### config.mk
export PLATFORM = sky130hd
export DESIGN_NAME = icache_lookup_stage
export DESIGN_NICKNAME = d
export VERILOG_FILES = /design/src/rtl/icache_pkg.sv /design/src/rtl/icache_way_array.sv /design/src/rtl/icache_lookup_stage.sv
export SDC_FILE = /design/constraint.sdc
export NUM_CORES = 1
export LEC_CHECK = 0
export ABC_AREA = 1
export BUFFER_PORTS_ARGS = -buffer_cell sky130_fd_sc_hd__buf_2
export CORE_ASPECT_RATIO = 0.8
export CORE_UTILIZATION = 56
export CTS_CLUSTER_DIAMETER = 100
export DETAILED_ROUTE_END_ITERATION = 6
export PLACE_DENSITY = 0.74
export SLEW_MARGIN = 20
export SYNTH_ARGS = -nofsm -noshare
export SYNTH_HDL_FRONTEND = slang
export SYNTH_SLANG_ARGS = --single-unit
### constraint.sdc
create_clock -name clk -period 5.1 [get_ports clk]
set_input_delay 0 -clock clk [delete_from_list [all_inputs] [get_ports clk]]
set_output_delay 0 -clock clk [all_outputs]
set_load 0.02 [all_outputs]
### src/rtl/icache_pkg.sv
// Shared defaults and flush-state encoding for the instruction-cache lookup stage.
// Optional feature macro used by this slice: ICACHE_BYPASS_EN.
package icache_pkg;

   localparam int NUM_WAYS       = 4;
   localparam int SET_BITS_WIDTH = 4;
   localparam int TAG_WIDTH      = 8;
   localparam int STATUS_WIDTH   = 2;

   typedef enum logic {
      IDLE  = 1'b0,
      FLUSH = 1'b1
   } flush_state_e;

endpackage

### src/rtl/icache_way_array.sv
// Per-set flop array with per-way masked write, optional synchronous clear and,
// when ICACHE_BYPASS_EN is defined, a write-to-read forwarding mux.
module icache_way_array #(
   parameter int NUM_WAYS  = 4,
   parameter int WAY_WIDTH = 8,
   parameter int SET_BITS  = 4,
   parameter bit HAS_CLEAR = 1'b0
) (
   input  logic                          clk,
   input  logic                          rst_n,
   input  logic                          clr_en,
   input  logic [SET_BITS-1:0]           clr_addr,
   input  logic                          w_en,
   input  logic [SET_BITS-1:0]           w_addr,
   input  logic [NUM_WAYS*WAY_WIDTH-1:0] w_data,
   input  logic [NUM_WAYS-1:0]           w_mask,
   input  logic [SET_BITS-1:0]           r_addr,
   output logic [NUM_WAYS*WAY_WIDTH-1:0] r_data
);

   localparam int NUM_SETS = 2**SET_BITS;
   localparam int WORD_W   = NUM_WAYS*WAY_WIDTH;

   logic [WORD_W-1:0] mem [NUM_SETS];

   // Arrays built without HAS_CLEAR keep their contents through reset.
   always_ff @(posedge clk) begin
      if (HAS_CLEAR && !rst_n) begin
         for (int s = 0; s < NUM_SETS; s++) begin
            mem[s] <= '0;
         end
      end else begin
         if (HAS_CLEAR && clr_en) begin
            mem[clr_addr] <= '0;
         end
         for (int w = 0; w < NUM_WAYS; w++) begin
            if (w_en && w_mask[w]) begin
               mem[w_addr][w*WAY_WIDTH +: WAY_WIDTH] <= w_data[w*WAY_WIDTH +: WAY_WIDTH];
            end
         end
      end
   end

   always_comb begin
      r_data = mem[r_addr];
`ifdef ICACHE_BYPASS_EN
      if (w_en && (w_addr == r_addr)) begin
         for (int w = 0; w < NUM_WAYS; w++) begin
            if (w_mask[w]) begin
               r_data[w*WAY_WIDTH +: WAY_WIDTH] = w_data[w*WAY_WIDTH +: WAY_WIDTH];
            end
         end
      end
`endif
   end

endmodule

### src/rtl/icache_lookup_stage.sv
// Instruction-cache stage 1: set read of tag/status arrays with metadata alignment,
// flush sweep of the status array. Same-cycle forwarding enabled by ICACHE_BYPASS_EN.
module icache_lookup_stage #(
   parameter int METADATA_WIDTH = 16,
   parameter int NUM_WAYS       = icache_pkg::NUM_WAYS,
   parameter int SET_BITS_WIDTH = icache_pkg::SET_BITS_WIDTH,
   parameter int TAG_WIDTH      = icache_pkg::TAG_WIDTH,
   parameter int STATUS_WIDTH   = icache_pkg::STATUS_WIDTH
) (
   input  logic                             clk,
   input  logic                             arst_n,
   input  logic                             i_halt,
   input  logic [METADATA_WIDTH-1:0]        i_metadata,
   input  logic                             i_metadata_valid,
   input  logic [SET_BITS_WIDTH-1:0]        i_r_set_addr,
   input  logic                             i_r_valid,
   input  logic [SET_BITS_WIDTH-1:0]        i_w_ta_set_addr,
   input  logic [NUM_WAYS*TAG_WIDTH-1:0]    i_w_ta_data,
   input  logic [NUM_WAYS-1:0]              i_w_ta_mask,
   input  logic                             i_w_ta_valid,
   input  logic [SET_BITS_WIDTH-1:0]        i_w_sa_set_addr,
   input  logic [NUM_WAYS*STATUS_WIDTH-1:0] i_w_sa_data,
   input  logic [NUM_WAYS-1:0]              i_w_sa_mask,
   input  logic                             i_w_sa_valid,
   input  logic                             i_miss_state,
   input  logic                             i_flush,
   output logic [NUM_WAYS*TAG_WIDTH-1:0]    o_ta_data,
   output logic                             o_ta_data_valid,
   output logic [NUM_WAYS*STATUS_WIDTH-1:0] o_sa_data,
   output logic                             o_sa_data_valid,
   output logic [METADATA_WIDTH-1:0]        o_metadata,
   output logic                             o_metadata_valid,
   output logic                             o_flush_busy,
   output logic                             o_ready
);

   import icache_pkg::*;

   localparam int NUM_SETS = 2**SET_BITS_WIDTH;
   localparam int TAG_W    = NUM_WAYS*TAG_WIDTH;
   localparam int STAT_W   = NUM_WAYS*STATUS_WIDTH;

   flush_state_e              state_q, state_d;
   logic [SET_BITS_WIDTH-1:0] cnt_q, cnt_d;
   logic                      busy, ready, ta_we, sa_we, clr_en;
   logic [TAG_W-1:0]          ta_rd;
   logic [STAT_W-1:0]         sa_rd;

   // Handshake: o_ready high means a read and both writes presented this cycle are
   // taken at the next rising edge; when low they are dropped, not queued.
   assign busy         = (state_q == FLUSH);
   assign ready        = ~i_halt & ~busy;
   assign o_ready      = ready;
   assign o_flush_busy = busy;
   assign ta_we        = arst_n & ready & i_w_ta_valid & i_miss_state;
   assign sa_we        = arst_n & ready & i_w_sa_valid;
   assign clr_en       = busy & ~i_halt;

   always_ff @(posedge clk) begin
      if (!arst_n) begin
         state_q <= IDLE;
         cnt_q   <= '0;
      end else begin
         state_q <= state_d;
         cnt_q   <= cnt_d;
      end
   end

   always_comb begin
      state_d = state_q;
      cnt_d   = cnt_q;
      case (state_q)
         IDLE: begin
            if (i_flush && !i_halt) begin
               state_d = FLUSH;
               cnt_d   = '0;
            end
         end
         FLUSH: begin
            if (!i_halt) begin
               if (cnt_q == SET_BITS_WIDTH'(NUM_SETS-1)) begin
                  state_d = IDLE;
                  cnt_d   = '0;
               end else begin
                  cnt_d = cnt_q + 1'b1;
               end
            end
         end
         default: state_d = IDLE;
      endcase
   end

   icache_way_array #(
      .NUM_WAYS (NUM_WAYS),
      .WAY_WIDTH(TAG_WIDTH),
      .SET_BITS (SET_BITS_WIDTH),
      .HAS_CLEAR(1'b0)
   ) u_tag_array (
      .clk     (clk),
      .rst_n   (arst_n),
      .clr_en  (1'b0),
      .clr_addr(cnt_q),
      .w_en    (ta_we),
      .w_addr  (i_w_ta_set_addr),
      .w_data  (i_w_ta_data),
      .w_mask  (i_w_ta_mask),
      .r_addr  (i_r_set_addr),
      .r_data  (ta_rd)
   );

   icache_way_array #(
      .NUM_WAYS (NUM_WAYS),
      .WAY_WIDTH(STATUS_WIDTH),
      .SET_BITS (SET_BITS_WIDTH),
      .HAS_CLEAR(1'b1)
   ) u_status_array (
      .clk     (clk),
      .rst_n   (arst_n),
      .clr_en  (clr_en),
      .clr_addr(cnt_q),
      .w_en    (sa_we),
      .w_addr  (i_w_sa_set_addr),
      .w_data  (i_w_sa_data),
      .w_mask  (i_w_sa_mask),
      .r_addr  (i_r_set_addr),
      .r_data  (sa_rd)
   );

   // Metadata keeps flowing during a flush; read data registers hold and valids drop.
   always_ff @(posedge clk) begin
      if (!arst_n) begin
         o_ta_data        <= '0;
         o_ta_data_valid  <= 1'b0;
         o_sa_data        <= '0;
         o_sa_data_valid  <= 1'b0;
         o_metadata       <= '0;
         o_metadata_valid <= 1'b0;
      end else if (!i_halt) begin
         o_metadata       <= i_metadata;
         o_metadata_valid <= i_metadata_valid;
         if (busy) begin
            o_ta_data_valid <= 1'b0;
            o_sa_data_valid <= 1'b0;
         end else begin
            o_ta_data       <= ta_rd;
            o_ta_data_valid <= i_r_valid;
            o_sa_data       <= sa_rd;
            o_sa_data_valid <= i_r_valid;
         end
      end
   end

endmodule

# Yosys cells after proc, flatten, opt, wreduce, memory -nomap -nowiden
# Memory sizes are Yosys's and may differ from the RTL's. A register that Yosys moved wholly into a read port is not among the register bits.
# Cells that the tools add are included.
[op_classes] n_addsub=1 n_eq_ne=3 n_mux=39 n_bitwise=8 reduce_logical=16
[op_table] cell="two-way mux 1 bit" count=29
[op_table] cell="two-way mux 4 bit" count=6
[op_table] cell="two-way mux 8 bit" count=2
[op_table] cell="OR reduction 8 bit" count=2
[op_table] cell="logical AND 1 bit" count=9
[op_table] cell="one-hot mux 4 bit (2 select lines)" count=1
[op_table] cell="bitwise AND 1 bit" count=6
[op_table] cell="adder 4 x 1 -> 4 bit (second input constant)" count=1
[op_table] cell="== test 4 bit (second input constant)" count=1
[op_table] cell="AND reduction 2 bit" count=2
[op_table] cell="logical NOT 1 bit" count=3
[op_table] cell="!= test 2 x 1 -> 1 bit (second input constant)" count=1
[op_table] cell="!= test 2 bit (second input constant)" count=1
[op_table] cell="NOT 1 bit" count=2
[op_table] cell="one-hot mux 1 bit (2 select lines)" count=1
[word_totals] reg_bits=23 ramBits=640 input_bits=85 output_inout_bits=61 elab_cells=74 mem_count=2
[mem_list] name="u_tag_array.mem" depth=16 word_bits=32 read_ports=1 rd_clocked_by_memory_dff=1 wr=1 line_no="icache_way_array.sv:24" rtl="logic [WORD_W-1:0] mem [NUM_SETS];"
[mem_list] name="u_status_array.mem" depth=16 word_bits=8 read_ports=1 rd_clocked_by_memory_dff=1 wr=16 line_no="icache_way_array.sv:24"

# Logic depth before layout (Yosys ltp)
# Gate-level depths: netlist of the first run.
[depth] depth_word=10 ltp_mapped=12 depth_no_buf=10

# By module
# From an unflattened synthesis of the first run, not the netlist that was laid out.
[hier_totals] cells_unflattened=3340 area_unflattened_um2=31606.6
[by_module_without_submodules] module="icache_way_array (u_tag_array)" n_inst=1 cells_each=2163 area_per_inst_um2=22375.2 seq_area_each_um2=15374.7
[by_module_without_submodules] module="icache_way_array (u_status_array)" n_inst=1 cells_each=883 area_per_inst_um2=6911.6 seq_area_each_um2=3843.7
[by_module_without_submodules] module="icache_lookup_stage" n_inst=1 cells_each=294 area_per_inst_um2=2319.7 seq_area_each_um2=1261.2

# Least setup slack after synthesis of the first run
# OpenSTA, ideal clock, no wires.
[synth_timing] path_kind="register to register" start="reg state_q (netlist: o_flush_busy)" end="mem u_status_array.mem[10][4] (netlist name), enable pin" setup_time_ps=298 arrival_ps=1725 required_time_ps=4802 path_slack_ps=3077 path_stages_with_launch=13 n_path_buf=2 cell_sequence="dfxtp_1 > nor2_2 > nand2_2 > nor2_8 > o21ai_4 > nand2_4 > buf_6 > nand2_1 > nand2_2 > nor2_8 > buf_6 > nand3_1 > nand2_1"
[synth_lines] item="from (decl)" line_no="icache_lookup_stage.sv:43" rtl="flush_state_e state_q, state_d;"
[synth_lines] item="from (signal assigned)" line_no="icache_lookup_stage.sv:64" rtl="state_q <= state_d;"
[synth_lines] item="to (decl)" line_no="icache_way_array.sv:24"

# Final worst setup path of the first run
[layout_timing] start="reg state_q (netlist: o_flush_busy)" end="mem u_tag_array.mem[11][5] (netlist name), enable pin"
[layout_between] elab_chain_len=8
[layout_rtl] item="NOT 1 bit"
[layout_rtl] item="bitwise AND 1 bit" line_no="icache_lookup_stage.sv:52" rtl="assign ready = ~i_halt & ~busy;"
[layout_rtl] item="bitwise AND 1 bit (3 in series)" line_no="icache_lookup_stage.sv:55" rtl="assign ta_we = arst_n & ready & i_w_ta_valid & i_miss_state;"
[layout_rtl] item="logical AND 1 bit" line_no="icache_way_array.sv:37" rtl="if (w_en && w_mask[w]) begin"
[layout_rtl] item="two-way mux 1 bit" line_no="icache_way_array.sv:37"
[layout_rtl] item="two-way mux 1 bit (implied by the code)" line_no="icache_way_array.sv:38" rtl="mem[w_addr][w*WAY_WIDTH +: WAY_WIDTH] <= w_data[w*WAY_WIDTH +: WAY_WIDTH];"
[layout_rtl] item="to (decl)" line_no="icache_way_array.sv:24"
# Every way passes these cells.

==> flow_summary.toml, run 1 <==
[global_route]
grt_overflow_total = 0
grtUsageTotal_pct = 27.4
grt_max_degree = 192
grt_pass1_wl_mm = 112
grt_pass1_vias = 20500
antenna_found_initial = 1

[critical_path]
cp-end-kind = "flip-flop"
worstPathMaxFanout = 36
reg2reg_to = "u_tag_array.mem[11][5]"
r2r_start = "o_flush_busy"
critPathArrivalTime_ns = 3.50
crit_type = "flip-flop to flip-flop"
critPathLaunchType = "flip-flop"
reg2reg_slack_ns = 1.82
worstPathRequired_ns = 5.32
worstRegToRegCells = 6

[die]
die_y_um = 206
die_area_um2 = 53200
initial_core_util_pct = 57.1
fp.dieW_um = 258
rows = 74
design.core.area_um2 = 51300
ios = 146

[flow_run]
cap_violations = 0

[power]
power_report.internal_total_mw = 9.87
seqPwrFrac_pct = 50.1
p_sw_mw = 2.86
ir_worst_vdd_v = 0.000255
powerDensity_nw_per_um2 = 381
p_comb_share_pct = 7.2
leakagePower_nw = 12.1
switching_share_pct = 22.5
clkPwrFrac_pct = 42.6

[hold_path]
hold_path.class = "input port to flip-flop"
whs_path_depth = 3
hold_path_startpoint = "i_halt"
min_to = "cnt_q[2]"

[final_layout]
final_cell_area_um2 = 33400
fin_util_pct = 65.1
area_delta_synth_final_pct = 14.1
nets = 2876
n_fill_cell = 3772
n_antenna_cell = 0
drive_above_1_share_pct = 10.1

[detailed_routing]
firstDrtPassIters = 6
route.vias.total = 21000
drt_iter0_drc = 2554
drcViolationCount = 0
drt-vias-per-instance = 5.96
routed_wl_mm = 72.8
drt-wirelength-per-cell_um = 20.6
ant_nets = 0

[cts]
clk_latency_ns = 0.62
cts.sinks = 703
htreeDepth = 3
cts_tree = "yes"
clockRootBuffer = "clkbuf_16"
cts_buffer_depth = 3
path_clk_slew_ns = 0.06
cts_resized = 0
cts_buffers = 70

[synth]
yosys_warnings = 0
yosysTopAreaCell = "edfxtp_1"
synth_cell_types = 29
synth_edf_count = 640
yosysMostFrequentCell = "edfxtp_1"
synth_top_area_share_pct = 65.7
yosys-top-cells-area = "edfxtp_1 (66%), nor2_1 (7.6%), nand2_1 (5.7%)"
synth-seq-cells = 703
synth_area_um2 = 29300
syn_area_per_cell_um2 = 11.0
yosysSeqAreaShare_pct = 70.0
synthCells = 2669
synth_flop_cell = "edfxtp_1"
yosys-top-cells-count = "edfxtp_1 (640), nor2_1 (595), nand2_1 (441), nand3_1 (234), o21ai_0 (219)"
synthArstFlopShare_pct = 0
synth.net_count = 2755

[sta]
min_period_over_period_pct = 64.3
holdWs_ns = 0.0876
fin_setup_tns_ns = 0
layout_setup_ws_ns = 1.82
setup_viol = 0
fin_crit_ns = 3.28
relSlewSlack_pct = 27.2
tightest_slew_ns = 1.09
max_freq_ghz = 0.305
rsz0062_at_grt = "no"
slew_viol_final = 0
clock_skew_ns = 0.0314
finalHoldViolCount = 0

[placed_design]
io_buffers = 145
hpwlAfterDp_mm = 41.8
place_area_um2 = 30300
routabilityCongestion = 0.862
post-place-ws_ns = 1.92

[status]
status = "completed"
-- power by group through the flow --
stage / combinational [mW] / sequential (mW) / clock [mW]
floorplan: 0.492 / 6.56 / 0
global placement: 0.837 / 6.51 / 0
detailed placement: 0.858 / 6.51 / 0
CTS: 0.908 / 6.39 / 5.47
global route: 1.00 / 6.39 / 5.69
finish: 0.920 / 6.39 / 5.43
-- metrics by stage --
stage | instances | power [mW]
detailed placement | 3331 | 7.37
floorplan | 2669 | 7.05
global placement | 3331 | 7.34
finish | 3528 | 12.7
global route | 3528 | 13.1
CTS | 3528 | 12.8
-- critical path, cell delays in order, from the launching register on --
cell     delay, ns
dfxtp_1       0.36
nor2_4        0.09
buf_4         0.43
nand2_2       0.25
nor2_1        0.43
nand2_1       0.45
nor2_1        0.85
-- logic make-up after synthesis --
| logic type | after synthesis | synth area share (%) |
|---|---|---|
| AO/OA/AOI/OAI | 428 | 8.61 |
| XOR/XNOR | 1 | 0.0299 |
| adder cells (fa/ha/maj) | 1 | 0.0427 |
| buffers and inverters | 247 | 3.38 |
| flip-flops | 703 | 70.0 |
| AND/OR/NAND/NOR | 1289 | 18.0 |
-- state kept, by name, indices dropped and copies added, names as in the netlist --
signal / cells
cnt_q: 4
o_sa_data_valid: 1
o_flush_busy: 1
o_metadata: 16
o_ta_data: 32
u_tag_array.mem: 512
u_status_array.mem: 128
o_metadata_valid: 1
o_sa_data: 8
-- cells in the final DEF, fill, tap and decap left out, types with 7 or more instances in the layout --
cell type	synthesis	routed
clkbuf_1	144	12
dlygate4sd3_1	0	71
o31ai_1	40	40
bufinv_16	0	11
a21oi_1	85	85
clkinv_1	3	12
clkinv_2	0	8
inv_1	60	58
buf_4	4	16
o221ai_1	40	40
nand3_1	234	234
edfxtp_1	640	640
nand2_1	441	441
nor2_4	6	7
o21ai_0	219	219
nor2_1	595	595
o211ai_1	40	40
dfxtp_1	63	63
clkbuf_16	0	74
buf_2	13	143
-- repair_timing --
item	in CTS	in global routing
hold buffers	71	0
setup endpoints to repair	0	0
endpoints found under the hold margin	535	0
setup buffers	0	0
-- layout make-up --
type	instances	area, µm²	area share [%]
sequential	703	20500	61.3
tap	684	856	2.56
clock inverter	37	478	1.43
timing repair buffer	233	1600	4.79
multi-input combinational	1719	7810	23.4
inverter	63	249	0.745
clock buffer	89	1940	5.80
-- worst max-delay path by stage --
stage	start	end	slack [ns]	cells past startpoint
after global routing	o_flush_busy	u_tag_array.mem[10][3]	1.71	6
after floorplan	o_flush_busy	u_status_array.mem[10][4]	3.08	12
final	o_flush_busy	u_tag_array.mem[11][5]	1.82	6
after global placement	o_flush_busy	u_tag_array.mem[13][22]	1.90	6
after CTS	o_flush_busy	u_tag_array.mem[8][31]	1.91	6
after detailed placement	o_flush_busy	u_tag_array.mem[13][22]	1.92	6
-- metal layers --
layer  share of wire [%]  track usage (%)  wire [µm]
met5               0.014                0         10
met4                 2.6             9.45       1870
met3                 9.2             4.97       6710
met2                  47             44.3      34400
met1                  41             37.6      29800
Power figures use the tool's default switching activity.
==> run 2, diff against run 1 <==
--- a/config.mk
+++ b/config.mk
@@ -8,10 +8,10 @@
 export ABC_AREA = 1
 export BUFFER_PORTS_ARGS = -buffer_cell sky130_fd_sc_hd__buf_2
 export CORE_ASPECT_RATIO = 0.8
-export CORE_UTILIZATION = 56
+export CORE_UTILIZATION = 55
 export CTS_CLUSTER_DIAMETER = 100
 export DETAILED_ROUTE_END_ITERATION = 6
-export PLACE_DENSITY = 0.74
+export PLACE_DENSITY = 0.76
 export SLEW_MARGIN = 20
 export SYNTH_ARGS = -nofsm -noshare
 export SYNTH_HDL_FRONTEND = slang
==> constraint.sdc (replaced) <==
create_clock -name clk -period 2.9 [get_ports clk]
set_input_delay 0 -clock clk [delete_from_list [all_inputs] [get_ports clk]]
set_output_delay 0 -clock clk [all_outputs]
set_load 0.02 [all_outputs]
==> run 2 against run 1 <==
Compared with the run above: design area is 1.4% higher; die area grew 1.8%; fmax grew 21%; sequential share of layout area decreased by 0.86 points; clock power is 66% higher; wire length increased by 0.29%; first-iteration DRC count down 2.5%; register-to-register slack lost 1.6 ns; total power is 72% higher; clock-buffer cell count up 2; combinational power increased by 75%; critical endpoint is now u_tag_array.mem[6][17]; largest cell class unchanged.
==> flow_summary.toml, run 2 (synthesis gave the netlist of run 1 again) <==
[critical_path]
crit_type = "flip-flop to flip-flop"
cp_slowest_cell = "nor2_1"
reg2reg_to = "u_tag_array.mem[6][17]"
critPathLaunchType = "flip-flop"
r2r_start = "o_flush_busy"
cp-end-kind = "flip-flop"
cpMostUsedCell = "nor2_1"
crit_buf_inv = 1
worstRegToRegCells = 6
worstPathRequired_ns = 3.19
reg2reg_slack_ns = 0.19
cp_cell_sequence = "nor2_4 -> nand2_2 -> nor2_1 -> nand2_1 -> nor2_1 -> buf_4"
max_stage_delay_ns = 0.69
critPathArrivalTime_ns = 2.99
worstPathMaxFanout = 16
cp_top_family = "simple AND/OR/NAND/NOR gates"

[cts]
post_cts_buffers = 0
path_clk_slew_ns = 0.06
clk_latency_ns = 0.62
cts_buffer_depth = 3
cts_buffers = 68
cts.sinks = 703
cts_tree = "yes"
clockRootBuffer = "clkbuf_16"
htreeDepth = 3

[global_route]
grt_pass1_vias = 20600
grt_max_degree = 161
antenna_found_initial = 3
grt_overflow_total = 0
grt_pass1_wl_mm = 112
grtUsageTotal_pct = 26.9

[power]
power_report.internal_total_mw = 16.9
clkPwrFrac_pct = 41.2
switching_share_pct = 22.8
p_comb_share_pct = 7.4
ir_worst_vdd_v = 0.000388
leakagePower_nw = 12.4
powerDensity_nw_per_um2 = 645
report.power.total_mw = 21.9
seqPwrFrac_pct = 51.4
p_sw_mw = 4.97

[sta]
holdWs_ns = 0.0589
max_freq_ghz = 0.369
layout_setup_ws_ns = 0.192
rsz0062_at_grt = "no"
tightest_slew_ns = 0.950
slew_viol_final = 0
min_period_over_period_pct = 93.4
fin_setup_tns_ns = 0
relSlewSlack_pct = 36.7
setup_viol = 0
clock_skew_ns = 0.0290
fin_crit_ns = 2.71
finalHoldViolCount = 0

[final_layout]
drive_above_1_share_pct = 12.1
final_common_cell = "edfxtp_1"
largest_reg_flops = 512
area_delta_synth_final_pct = 15.8
top_regs = "u_tag_array.mem (512), u_status_array.mem (128), o_ta_data (32)"
finalNonFillerCells = 3607
multi_input_area_um2 = 7810
nets = 2943
n_fill_cell = 3856
layout_common_cells = "edfxtp_1 (640), nor2_1 (595), nand2_1 (441)"
final_cell_area_um2 = 33900
top_register = "u_tag_array.mem"
fin_util_pct = 64.6
regArea_um2 = 20500

[placed_design]
post-place-ws_ns = 0.286
routabilityCongestion = 0.862
post-place-cells = 3408
io_buffers = 145
place_area_um2 = 30900
hpwlAfterDp_mm = 41.5

[detailed_routing]
routed_wl_mm = 73.0
routed.top_layer = "met5"
drt-wirelength-per-cell_um = 20.2
drcViolationCount = 0
firstDrtPassIters = 6
drt_iter0_drc = 2489
route.vias.total = 21100
ant_nets = 0
dr_wl_met3_mm = 5.91
drt-vias-per-instance = 5.85
wl_met1_mm = 29.6
wl_met2_mm = 35.3

[die]
initial_core_util_pct = 55.8
die_area_um2 = 54200
rows = 75
ios = 146
fp.dieW_um = 260
die_y_um = 208
design.core.area_um2 = 52500

[hold_path]
whs_path_depth = 4
min_to = "cnt_q[0]"
hold_path_startpoint = "i_halt"
hold_path.class = "input port to flip-flop"

[status]
status = "completed"

[flow_run]
cap_violations = 0
-- run 2: how the worst max path moves through the flow --
stage,endpoint,slack [ns],from,cells past startpoint
floorplan,u_status_array.mem[10][4],0.88,o_flush_busy,12
global placement,u_tag_array.mem[2][22],0.30,o_flush_busy,6
detailed placement,u_tag_array.mem[3][21],0.29,o_flush_busy,6
CTS,u_tag_array.mem[6][17],0.23,o_flush_busy,6
global route,u_tag_array.mem[6][4],0.06,o_flush_busy,6
finish,u_tag_array.mem[6][17],0.19,o_flush_busy,6
-- run 2: power groups by stage --
stage | sequential, mW | clock [mW] | combinational [mW]
6_report | 11.2 | 9.01 | 1.61
5_1_grt | 11.2 | 9.47 | 1.76
4_1_cts | 11.2 | 9.09 | 1.59
3_5_place_dp | 11.5 | 0 | 1.50
3_3_place_gp | 11.4 | 0 | 1.44
2_1_floorplan | 11.5 | 0 | 0.866
-- run 2: area by class of cell --
cell class / count / area share (%)
repair buffers: 302 / 6.53
multi-input cells: 1719 / 23.0
flip-flops and latches: 703 / 60.4
inverters: 63 / 0.735
diodes: 1 / 0.00738
clock buffers: 91 / 5.55
clock inverters: 35 / 1.14
well taps: 693 / 2.56
-- run 2: what timing repair did --
item | in CTS | in global routing
endpoints found under the hold margin | 536 | 0
hold buffers | 72 | 0
resized for setup | 0 | 0
-- run 2: worst min-delay path, cell delays in order --
cell and delay (ns):
buf_2 0.12, buf_4 0.24, a21oi_1 0.11, a21oi_1 0.16
-- run 2: metal layers --
| layer | global-route usage (%) | up-vias |
|---|---|---|
| li1 | - | 9720 |
| met1 | 36.4 | 10200 |
| met2 | 43.8 | 1020 |
| met3 | 4.82 | 175 |
| met4 | 9.45 | 2 |
| met5 | 0 | - |
